===== config.mk =====
export PLATFORM = sky130hd
export DESIGN_NAME = if_fetch_stage
export DESIGN_NICKNAME = d
export VERILOG_FILES = /design/src/rtl/if_fetch_stage.sv
export SDC_FILE = /design/constraint.sdc
export NUM_CORES = 1
export LEC_CHECK = 0
export BUFFER_PORTS_ARGS = -buffer_cell sky130_fd_sc_hd__buf_2
export CAP_MARGIN = 15
export CORE_ASPECT_RATIO = 0.8
export CORE_UTILIZATION = 45
export CTS_CLUSTER_DIAMETER = 120
export DETAILED_ROUTE_END_ITERATION = 12
export PLACE_DENSITY = 0.69
export SLEW_MARGIN = 40
export SYNTH_ARGS = -nofsm -noshare
export SYNTH_HDL_FRONTEND = slang
export SYNTH_SLANG_ARGS = --single-unit

===== constraint.sdc =====
create_clock -name clk_i -period 5.2 [get_ports clk_i]
set_clock_uncertainty 0.05 [all_clocks]
set_input_delay 1.04 -clock clk_i [delete_from_list [all_inputs] [get_ports clk_i]]
set_output_delay 1.04 -clock clk_i [all_outputs]
set_load 0.02 [all_outputs]

===== src/rtl/if_fetch_stage.sv =====
// Instruction-fetch stage: issues one synchronous imem read per free slot and
// buffers returned instructions in a 2-entry FIFO drained by decode.
module if_fetch_stage #(
  parameter int INSTR_W = 16,
  parameter int ADDR_W  = 8
) (
  input  logic               clk_i,
  input  logic               rst_i,
  input  logic [ADDR_W-1:0]  pc_i,
  output logic               pc_en_o,
  output logic               imem_rd_o,
  output logic [ADDR_W-1:0]  imem_addr_o,
  input  logic [INSTR_W-1:0] imem_rdata_i,
  input  logic               flush_i,
  output logic               instr_valid_o,
  input  logic               instr_ready_i,
  output logic [INSTR_W-1:0] instr_o,
  output logic [ADDR_W-1:0]  instr_pc_o
);

  logic                         inflight_q, inflight_d;
  logic [ADDR_W-1:0]            inflight_pc_q, inflight_pc_d;
  logic [1:0][INSTR_W-1:0]      fifo_instr_q, fifo_instr_d;
  logic [1:0][ADDR_W-1:0]       fifo_pc_q, fifo_pc_d;
  logic                         rd_ptr_q, rd_ptr_d;
  logic                         wr_ptr_q, wr_ptr_d;
  logic [1:0]                   count_q, count_d;

  logic       pop, issue;
  logic [2:0] occ;

  // Occupancy after this edge if nothing new is issued; a slot is free below 2.
  assign pop   = instr_valid_o & instr_ready_i & ~flush_i;
  assign occ   = {1'b0, count_q} + {2'b00, inflight_q} - {2'b00, pop};
  assign issue = ~flush_i & (occ < 3'd2);

  assign imem_addr_o   = pc_i;
  assign imem_rd_o     = issue & ~rst_i;
  assign pc_en_o       = (issue | flush_i) & ~rst_i;
  assign instr_valid_o = (count_q != 2'd0);
  assign instr_o       = fifo_instr_q[rd_ptr_q];
  assign instr_pc_o    = fifo_pc_q[rd_ptr_q];

  always_comb begin
    inflight_d    = inflight_q;
    inflight_pc_d = inflight_pc_q;
    fifo_instr_d  = fifo_instr_q;
    fifo_pc_d     = fifo_pc_q;
    rd_ptr_d      = rd_ptr_q;
    wr_ptr_d      = wr_ptr_q;
    count_d       = count_q;
    if (flush_i) begin
      // Returning data and any handshake this cycle are dropped.
      inflight_d = 1'b0;
      rd_ptr_d   = 1'b0;
      wr_ptr_d   = 1'b0;
      count_d    = 2'd0;
    end else begin
      inflight_d = issue;
      if (issue) inflight_pc_d = pc_i;
      if (inflight_q) begin
        fifo_instr_d[wr_ptr_q] = imem_rdata_i;
        fifo_pc_d[wr_ptr_q]    = inflight_pc_q;
        wr_ptr_d               = ~wr_ptr_q;
      end
      if (pop) rd_ptr_d = ~rd_ptr_q;
      count_d = occ[1:0];
    end
  end

  always_ff @(posedge clk_i or posedge rst_i) begin
    if (rst_i) begin
      inflight_q    <= 1'b0;
      inflight_pc_q <= '0;
      fifo_instr_q  <= '0;
      fifo_pc_q     <= '0;
      rd_ptr_q      <= 1'b0;
      wr_ptr_q      <= 1'b0;
      count_q       <= 2'd0;
    end else begin
      inflight_q    <= inflight_d;
      inflight_pc_q <= inflight_pc_d;
      fifo_instr_q  <= fifo_instr_d;
      fifo_pc_q     <= fifo_pc_d;
      rd_ptr_q      <= rd_ptr_d;
      wr_ptr_q      <= wr_ptr_d;
      count_q       <= count_d;
    end
  end

endmodule


### Word level (Yosys, flattened, before mapping)

Index checks and enable logic that the tools add are counted.

| cells by class | value |
|---|---|
| muxes and demuxes | 16 |
| reduce and logical (&&, ||, !) cells | 6 |
| bitwise logic cells | 10 |
| order comparisons | 4 |
| $add $sub $neg | 2 |

Operators with widths:

| kind | count |
|---|---|
| $mux 16 | 3 |
| $bwmux 32 | 1 |
| $mux 8 | 3 |
| $bwmux 16 | 1 |
| $demux 16 s1 | 1 |
| $demux 8 s1 | 1 |
| $reduce_bool 2->1 | 3 |
| $and 1x1->1 | 5 |
| $mux 1 | 5 |
| $lt 1x2->1 const B | 2 |
| $not 1->1 | 4 |
| $reduce_and 2->1 | 2 |
| $add 2x1->3 | 1 |
| $lt 3x2->1 const B | 1 |
| $sub 3x1->3 | 1 |
| $mux 2 | 1 |
| $ge 1x1->1 const B | 1 |
| $logic_and 1x1->1 | 1 |
| $or 1x1->1 | 1 |

| storage, ports and cells | value |
|---|---|
| logic and storage cells | 47 |
| input bits | 28 |
| output and inout bits | 35 |
| register bits after elaboration | 61 |

### Depth between registers and ports, before layout

Gate-level depths: netlist of the first run.

| depth | value |
|---|---|
| depth after elaboration | 8 |
| depth in mapped cells | 9 |
| depth with buffers taken out | 9 |

### Worst setup path before layout of the first run

No wires, ideal clock.

| timing path | value |
|---|---|
| path kind | in2out |
| from | in instr_ready_i |
| to | out imem_rd_o |
| slack | 1.350 ns |
| stages on the path | 9 |
| data arrival time | 2.760 ns |
| cells stage by stage | o21ai_0 > nor2_1 > ha_1 > inv_1 > ha_1 > fa_1 > xor2_1 > nand2b_1 > nor3_1 |

| between the ends | value |
|---|---|
| word-level cells in the longest chain between the ends | 6 |

Ends and longest elaborated chain:

| element | line | source |
|---|---|---|
| start, declared | 16 | `input logic instr_ready_i,` |
| $and 1x1->1 (2 in a row) | 33 | `assign pop = instr_valid_o & instr_ready_i & ~flush_i;` |
| $sub 3x1->3 | 34 | `assign occ = {1'b0, count_q} + {2'b00, inflight_q} - {2'b00, pop};` |
| $lt 3x2->1 | 35 | `assign issue = ~flush_i & (occ < 3'd2);` |
| $and 1x1->1 | 35 |  |
| $and 1x1->1 | 38 | `assign imem_rd_o = issue & ~rst_i;` |
| end, declared | 11 | `output logic imem_rd_o,` |

No other way between the ends.

### Worst setup path after layout of the first run

| timing path | value |
|---|---|
| from | in instr_ready_i |
| to | out pc_en_o |

| between the ends | value |
|---|---|
| word-level cells in the longest chain between the ends | 7 |

Ends and longest elaborated chain:

| element | line | source |
|---|---|---|
| $and 1x1->1 (2 in a row) | 33 |  |
| $sub 3x1->3 | 34 |  |
| $lt 3x2->1 | 35 |  |
| $and 1x1->1 | 35 |  |
| $or 1x1->1 | 39 | `assign pc_en_o = (issue \| flush_i) & ~rst_i;` |
| $and 1x1->1 | 39 |  |
| end, declared | 10 | `output logic pc_en_o,` |

No other way between the ends.

==> results.toml, run 1 <==
[min_path]
hold_path_end = "fifo_pc_q[4]$_DFFE_PP0P_"
worstHoldStart = "fifo_pc_q[4]$_DFFE_PP0P_"
hold_class = "register to register"
min_path_cells = 1

[sta]
setup_tns_ps = 0
fin_crit_ps = 3870
tightest_slew_ps = 692
setup_slack_ps = 1330
slew_headroom_pct = 53.8
finalSetupViolCount = 0
hold_viol_final = 0
slew_violations = 0
rsz0062_at_grt = "no"
min_period_over_period_pct = 74.4
fmax_mhz = 258

[synth]
netlist_top_cells_area = "dfrtp_1, mux2_2, buf_4"
synth_seq_cells = 61
yosys.area_share.adder_pct = 1.65
yosys.area_share.simple_pct = 2.75
synthesis.area_um2 = 2730
syn_nets = 215
muxShareOfSynthArea_pct = 33.0
synthDistinctLibCells = 21
synth_top_area_share_pct = 56.0
synth_top_area_cell = "dfrtp_1"
synth-xor-area-share_pct = 0.963
yosysWarnings = 0
synth_compound_area_share_pct = 0.367
avgSynthCellArea_um2 = 14.8
netlist_instances = 184
synth_top_family_by_area = "multiplexers"
ys_seq_area_share_pct = 56.0

[clocking]
clk_pin_slew_worst_paths_ps = 60
htreeDepth = 3
insertion_delay_ps = 320
root_buffer = "clkbuf_8"
holdBufCountCts = 0
cts_buffer_depth = 2
post_cts_resized = 0
cts_buffers = 9
tritoncts = "built"
clock-sinks = 61
post-cts-setup-buffers = 0

[grt]
overflow = 0
track_usage_pct = 17.0
grt_pass1_wl_um = 7870
grt_max_degree = 44
antenna_found_initial = 0
grt_pass1_vias = 1635

[worst_setup_path]
crit_chain = "buf_2 -> o21ai_0 -> nor2_1 -> ha_1 -> inv_1 -> ha_1 -> fa_1 -> xor2_1 -> nand2b_1 -> a21oi_1 -> buf_2"
cpLargestDelayFamily = "adder cells"
cpPeakStageDelay_ps = 370
r2r_setup_slack_ps = 2480
crit_path_end_kind = "output pin"
r2r.worst_path.cells = 9
critPathKind = "input port to output pin"
worstPathArrival_ps = 2780
r2r-start = "count_q[1]$_DFF_PP0_"
setup.worst_path.start_class = "input port"
crit_path_top_delay_cell = "fa_1"
path_max_fanout = 2
worst-path-buf-inv = 3
cp.required_ps = 4110
reg2reg_to = "inflight_pc_q[2]$_DFFE_PP0P_"
path_depth = 11

[placed_design]
port_buffers = 62
pre_cts_ws_ps = 1340
dpl_cell_area_um2 = 3040
dpl.cell_count = 311
place.gp.congestion = 0.674
dpl.hpwl_um = 3180

[power_and_ir_drop]
power_mw = 2.23
power.leakage_nw = 1.54
p_per_area_nw_per_um2 = 681
peakVddDrop_mv = 0.294

[layout]
final_area_um2 = 3270
antenna_cells = 0
register_area_um2 = 1530
fillCellCount = 521
multi_input_area_um2 = 1060
layout-drive-gt1-share_pct = 65.1
syn2layout_area_growth_pct = 19.7
final_nets = 275
stdcell_count = 327

[drt]
totalWireLength_um = 4740
drt_iter0_drc = 67
drc = 0
ant_nets = 0
via_count = 1606
wl_per_cell_um = 14.5
drt_pass1_iterations = 4
vias_per_cell = 4.91

[flow_run]
max_cap_viol_count = 0

[run_status]
outcome = "finished, final reports clean"

[floorplan]
ioPinCount = 63
core_area_um2 = 5650
start_util_pct = 48.3
die_width_um = 89.0
rows = 24
dieArea_um2 = 6380
fp.dieH_um = 71.6
==> kinds of logic after synthesis <==
| group | Yosys count |
|---|---|
| AOI/OAI and AO/OA | 2 |
| xor gates and xnor gates | 3 |
| adders and majority gates | 3 |
| buffers and inverters | 23 |
| DFF | 61 |
| muxes | 80 |
| and+or+nand+nor | 12 |
==> power breakdown <==
part           internal (mW)  switching (mW)  leakage [nW]
Sequential             0.711           0.135         0.739
Clock                  0.295           0.172         0.116
Combinational          0.473           0.440         0.689
Total                   1.48           0.747          1.54
==> cells in the final DEF (no fill, tap or decap), types with 2 or more instances in the layout <==
master and count:
buf_2 62, buf_4 3, bufinv_16 2, clkbuf_8 11, clkinv_2 2, dfrtp_1 61, ha_1 2, inv_1 6
mux2_2 79, nand2_1 2, nor2_1 4, nor2b_1 2, xor2_1 2
==> cell type report <==
cell class	instances	area share [%]
Clock buffer	12	4.75
Clock inverter	4	2.15
Inverter	7	0.805
Multi-Input combinational cell	100	32.4
Sequential cell	61	46.7
Tap cell	78	2.99
Timing Repair Buffer	65	10.2
==> per-stage QoR <==
| step | hold slack, ps | utilization (%) |
|---|---|---|
| 6_report | 437 | 57.8 |
| 5_1_grt | 461 | 57.8 |
| 4_1_cts | 440 | 57.8 |
| 3_5_place_dp | 425 | 53.9 |
| 3_3_place_gp | 424 | 53.9 |
| 2_1_floorplan | 404 | - |
==> routing by layer <==
metal  global-route usage, %  share of wire [%]  vias up
li1                        -                  -      745
met1                    22.3                 48      821
met2                    25.6                 47       38
met3                    7.26                4.9        2
met4                    5.82               0.51        0
met5                       0                  0        -
==> state kept, by name, summed over array words and instances (netlist names) <==
name,count
inflight_q,1
fifo_pc_q,16
rd_ptr_q,1
count_q,2
fifo_instr_q,32
wr_ptr_q,1
inflight_pc_q,8
==> worst max path at each step <==
stage                             start        end  slack (ps)
final                     instr_ready_i    pc_en_o        1330
after floorplan           instr_ready_i  imem_rd_o        1350
after global placement    instr_ready_i    pc_en_o        1370
after CTS                 instr_ready_i    pc_en_o        1340
after global routing      instr_ready_i    pc_en_o        1180
after detailed placement  instr_ready_i    pc_en_o        1340
==> cells in the mapped netlist <==
cell / count
ha_1: 2
buf_4: 8
nand2_1: 2
nor3b_4: 1
mux2_1: 1
xnor2_1: 1
dfrtp_1: 61
nor2_1: 4
fa_1: 1
nand3_2: 1
xor2_1: 2
nor3_1: 1
mux2_2: 79
clkbuf_1: 1
nor2b_1: 2
o21ai_0: 1
buf_2: 4
nand2b_1: 1
inv_1: 7
a21oi_1: 1
buf_6: 3
Power figures use the tool's default switching activity.
==> run 2: changes to the inputs <==
--- a/config.mk
+++ b/config.mk
@@ -5,13 +5,14 @@
 export SDC_FILE = /design/constraint.sdc
 export NUM_CORES = 1
 export LEC_CHECK = 0
+export ABC_AREA = 1
 export BUFFER_PORTS_ARGS = -buffer_cell sky130_fd_sc_hd__buf_2
 export CAP_MARGIN = 15
 export CORE_ASPECT_RATIO = 0.8
 export CORE_UTILIZATION = 45
 export CTS_CLUSTER_DIAMETER = 120
 export DETAILED_ROUTE_END_ITERATION = 12
-export PLACE_DENSITY = 0.69
+export PLACE_DENSITY = 0.7
 export SLEW_MARGIN = 40
 export SYNTH_ARGS = -nofsm -noshare
 export SYNTH_HDL_FRONTEND = slang
==> constraint.sdc (replaced) <==
create_clock -name clk_i -period 3.55 [get_ports clk_i]
set_clock_uncertainty 0.05 [all_clocks]
set_input_delay 0.71 -clock clk_i [delete_from_list [all_inputs] [get_ports clk_i]]
set_output_delay 0.71 -clock clk_i [all_outputs]
set_load 0.02 [all_outputs]
==> run 2 against run 1 <==
  * Non-clock buffer count up 3
  * Clock power up 28%
  * Global-route usage grew 0.49 points
  * Utilization decreased by 4.0 points
  * Via count grew 37%
  * Sequential power rose by 39%
  * Die area grew 8.8%
  * Power up 41%
  * Sequential share of layout area decreased by 2.3 points
  * Combinational power is 48% higher
  * Register-to-register slack worse by 1300 ps
  * Critical path type is now register to output pin
  * Highest routed layer unchanged
==> results.toml, run 2 <==
[drt]
vias_per_cell = 4.59
ant_nets = 0
drc = 0
totalWireLength_um = 5500
drt_pass1_iterations = 4
drt_iter0_drc = 87
via_count = 2207
wl_per_cell_um = 11.4

[placed_design]
place.gp.congestion = 0.714
dpl.hpwl_um = 3620
port_buffers = 62

[floorplan]
fp.dieH_um = 74.7
ioPinCount = 63
dieArea_um2 = 6940
die_width_um = 92.9
start_util_pct = 46.6
core_area_um2 = 6380
rows = 26

[synth]
synthesis.area_um2 = 2970
synth_top_area_share_pct = 51.3
ys_seq_area_share_pct = 51.3
syn_nets = 368
synthDistinctLibCells = 23
synth-main-ff-cell = "dfrtp_1"
synth-edff-count = 0
avgSynthCellArea_um2 = 8.82
synthArstFlopShare_pct = 100
ys_top_cells_by_count = "nand2_1, dfrtp_1, inv_1"
yosysWarnings = 0
synth_most_common_cell = "nand2_1"
netlist_instances = 337
synth_top_area_cell = "dfrtp_1"
synth_seq_cells = 61
netlist_top_cells_area = "dfrtp_1, nand2_1, o21ai_2"

[sta]
hold_viol_final = 0
tightest_slew_ps = 597
setup_tns_ps = 0
finalSetupViolCount = 0
rsz0062_at_grt = "no"
slew_violations = 0
slew_headroom_pct = 60.2
fmax_mhz = 300
fin_crit_ps = 3330
min_period_over_period_pct = 93.8

[layout]
fillCellCount = 630
antenna_cells = 0
top_regs = "fifo_instr_q: 32 flops, fifo_pc_q: 16 flops, inflight_pc_q: 8 flops"
syn2layout_area_growth_pct = 15.5
final_cell_mix = "nand2_1, buf_2, dfrtp_1"
final_common_cell = "nand2_1"
largest_reg_flops = 32
layout-drive-gt1-share_pct = 35.3
final_nets = 423
top_register = "fifo_instr_q"

[clocking]
clk_pin_slew_worst_paths_ps = 70
cts_buffers = 9
post_cts_resized = 0
holdBufCountCts = 0
post-cts-setup-buffers = 0
tritoncts = "built"
clock-sinks = 61
insertion_delay_ps = 330
root_buffer = "clkbuf_8"
htreeDepth = 3
cts_buffer_depth = 2

[worst_setup_path]
r2r_setup_slack_ps = 1190
setup.worst_path.start_class = "register"
critPathKind = "register to output pin"
r2r-start = "count_q[1]$_DFF_PP0_"
crit_path_end_kind = "output pin"
cp.required_ps = 2790
reg2reg_to = "inflight_pc_q[2]$_DFFE_PP0P_"
worstPathArrival_ps = 2570
r2r.worst_path.cells = 14
path_max_fanout = 3

[power_and_ir_drop]
p_per_area_nw_per_um2 = 912
power.leakage_nw = 1.92
power_mw = 3.13
peakVddDrop_mv = 0.418

[grt]
gr-max-usage-layer = "met2"
met1_usage_pct = 23.8
antenna_found_initial = 0
grt_pass1_vias = 1984
grt_max_degree = 50
met3_usage_pct = 7.07
grt_pass1_wl_um = 9320
gr-usage-met2_pct = 26.6
overflow = 0
track_usage_pct = 17.5

[min_path]
hold_class = "input port to asynchronous set/reset pin"

[run_status]
outcome = "finished, final reports clean"

[flow_run]
max_cap_viol_count = 0
## run 2: cell types whose count changed after synthesis, sizes merged, moves of 5 or more
cell / delta
inv: +28
nand2: +142
mux2: -80
o21ai: +47
nor2: +5
buf: +8
nand3: +9
## run 2: layout make-up
| type | count | area [um2] | area share (%) |
|---|---|---|---|
| multi-input cells | 217 | 1120 | 32.6 |
| well taps | 84 | 105 | 3.06 |
| flip-flops and latches | 61 | 1530 | 44.4 |
| inverters | 35 | 134 | 3.90 |
| clock buffers | 12 | 145 | 4.23 |
| clock inverters | 4 | 47.5 | 1.38 |
| repair buffers | 68 | 355 | 10.3 |
## run 2: critical path, cell delays in order, from the launching register on
cell	delay (ps)
dfrtp_1	390
inv_1	120
nand2_1	100
nand2_1	80
nor2_1	50
ha_1	270
inv_1	40
ha_1	170
fa_1	440
inv_1	120
nand2_1	70
nor2_2	100
nor2_1	50
nor2_1	80
buf_2	160
## run 2: metal layers
layer | routed length, um | share of wire, % | up-vias
met2 | 2370 | 43 | 67
met3 | 348 | 6.3 | 5
met4 | 40 | 0.73 | 0
met1 | 2740 | 50 | 990
met5 | 0 | 0 | -
li1 | - | - | 1145
## run 2: how the worst max path moves through the flow
stage,start,endpoint,cells after the start
4_1_cts,count_q[1]$_DFF_PP0_,pc_en_o,14
3_3_place_gp,instr_ready_i,pc_en_o,13
2_1_floorplan,instr_ready_i,pc_en_o,11
6_report,count_q[1]$_DFF_PP0_,pc_en_o,14
5_1_grt,count_q[1]$_DFF_PP0_,pc_en_o,14
3_5_place_dp,instr_ready_i,pc_en_o,13
## run 2: logic make-up (layout without fill, tap and decap cells)
kind of cell	count (synthesis)	count (layout)	synth area share (%)
and+or+nand+nor	166	166	24.3
adders and majority gates	3	3	1.52
DFF	61	61	51.3
AOI/OAI and AO/OA	48	48	11.9
buffers and inverters	59	119	10.9
## run 2: report_power, final
part	switching, mW	internal (mW)	total (mW)
clock network	0.259	0.341	0.600
logic	0.854	0.492	1.35
registers	0.183	1.00	1.18
total	1.30	1.84	3.13
## run 2: through the flow
step	hold WS [ps]	util (%)	instance area (um2)	setup WS [ps]	std cells
6_report	390	53.9	3430	221	481
5_1_grt	433	53.9	3430	10.3	481
4_1_cts	407	53.9	3430	169	481
3_5_place_dp	413	50.8	3240	340	465
3_3_place_gp	410	50.8	3240	392	465
2_1_floorplan	392	-	2970	369	337
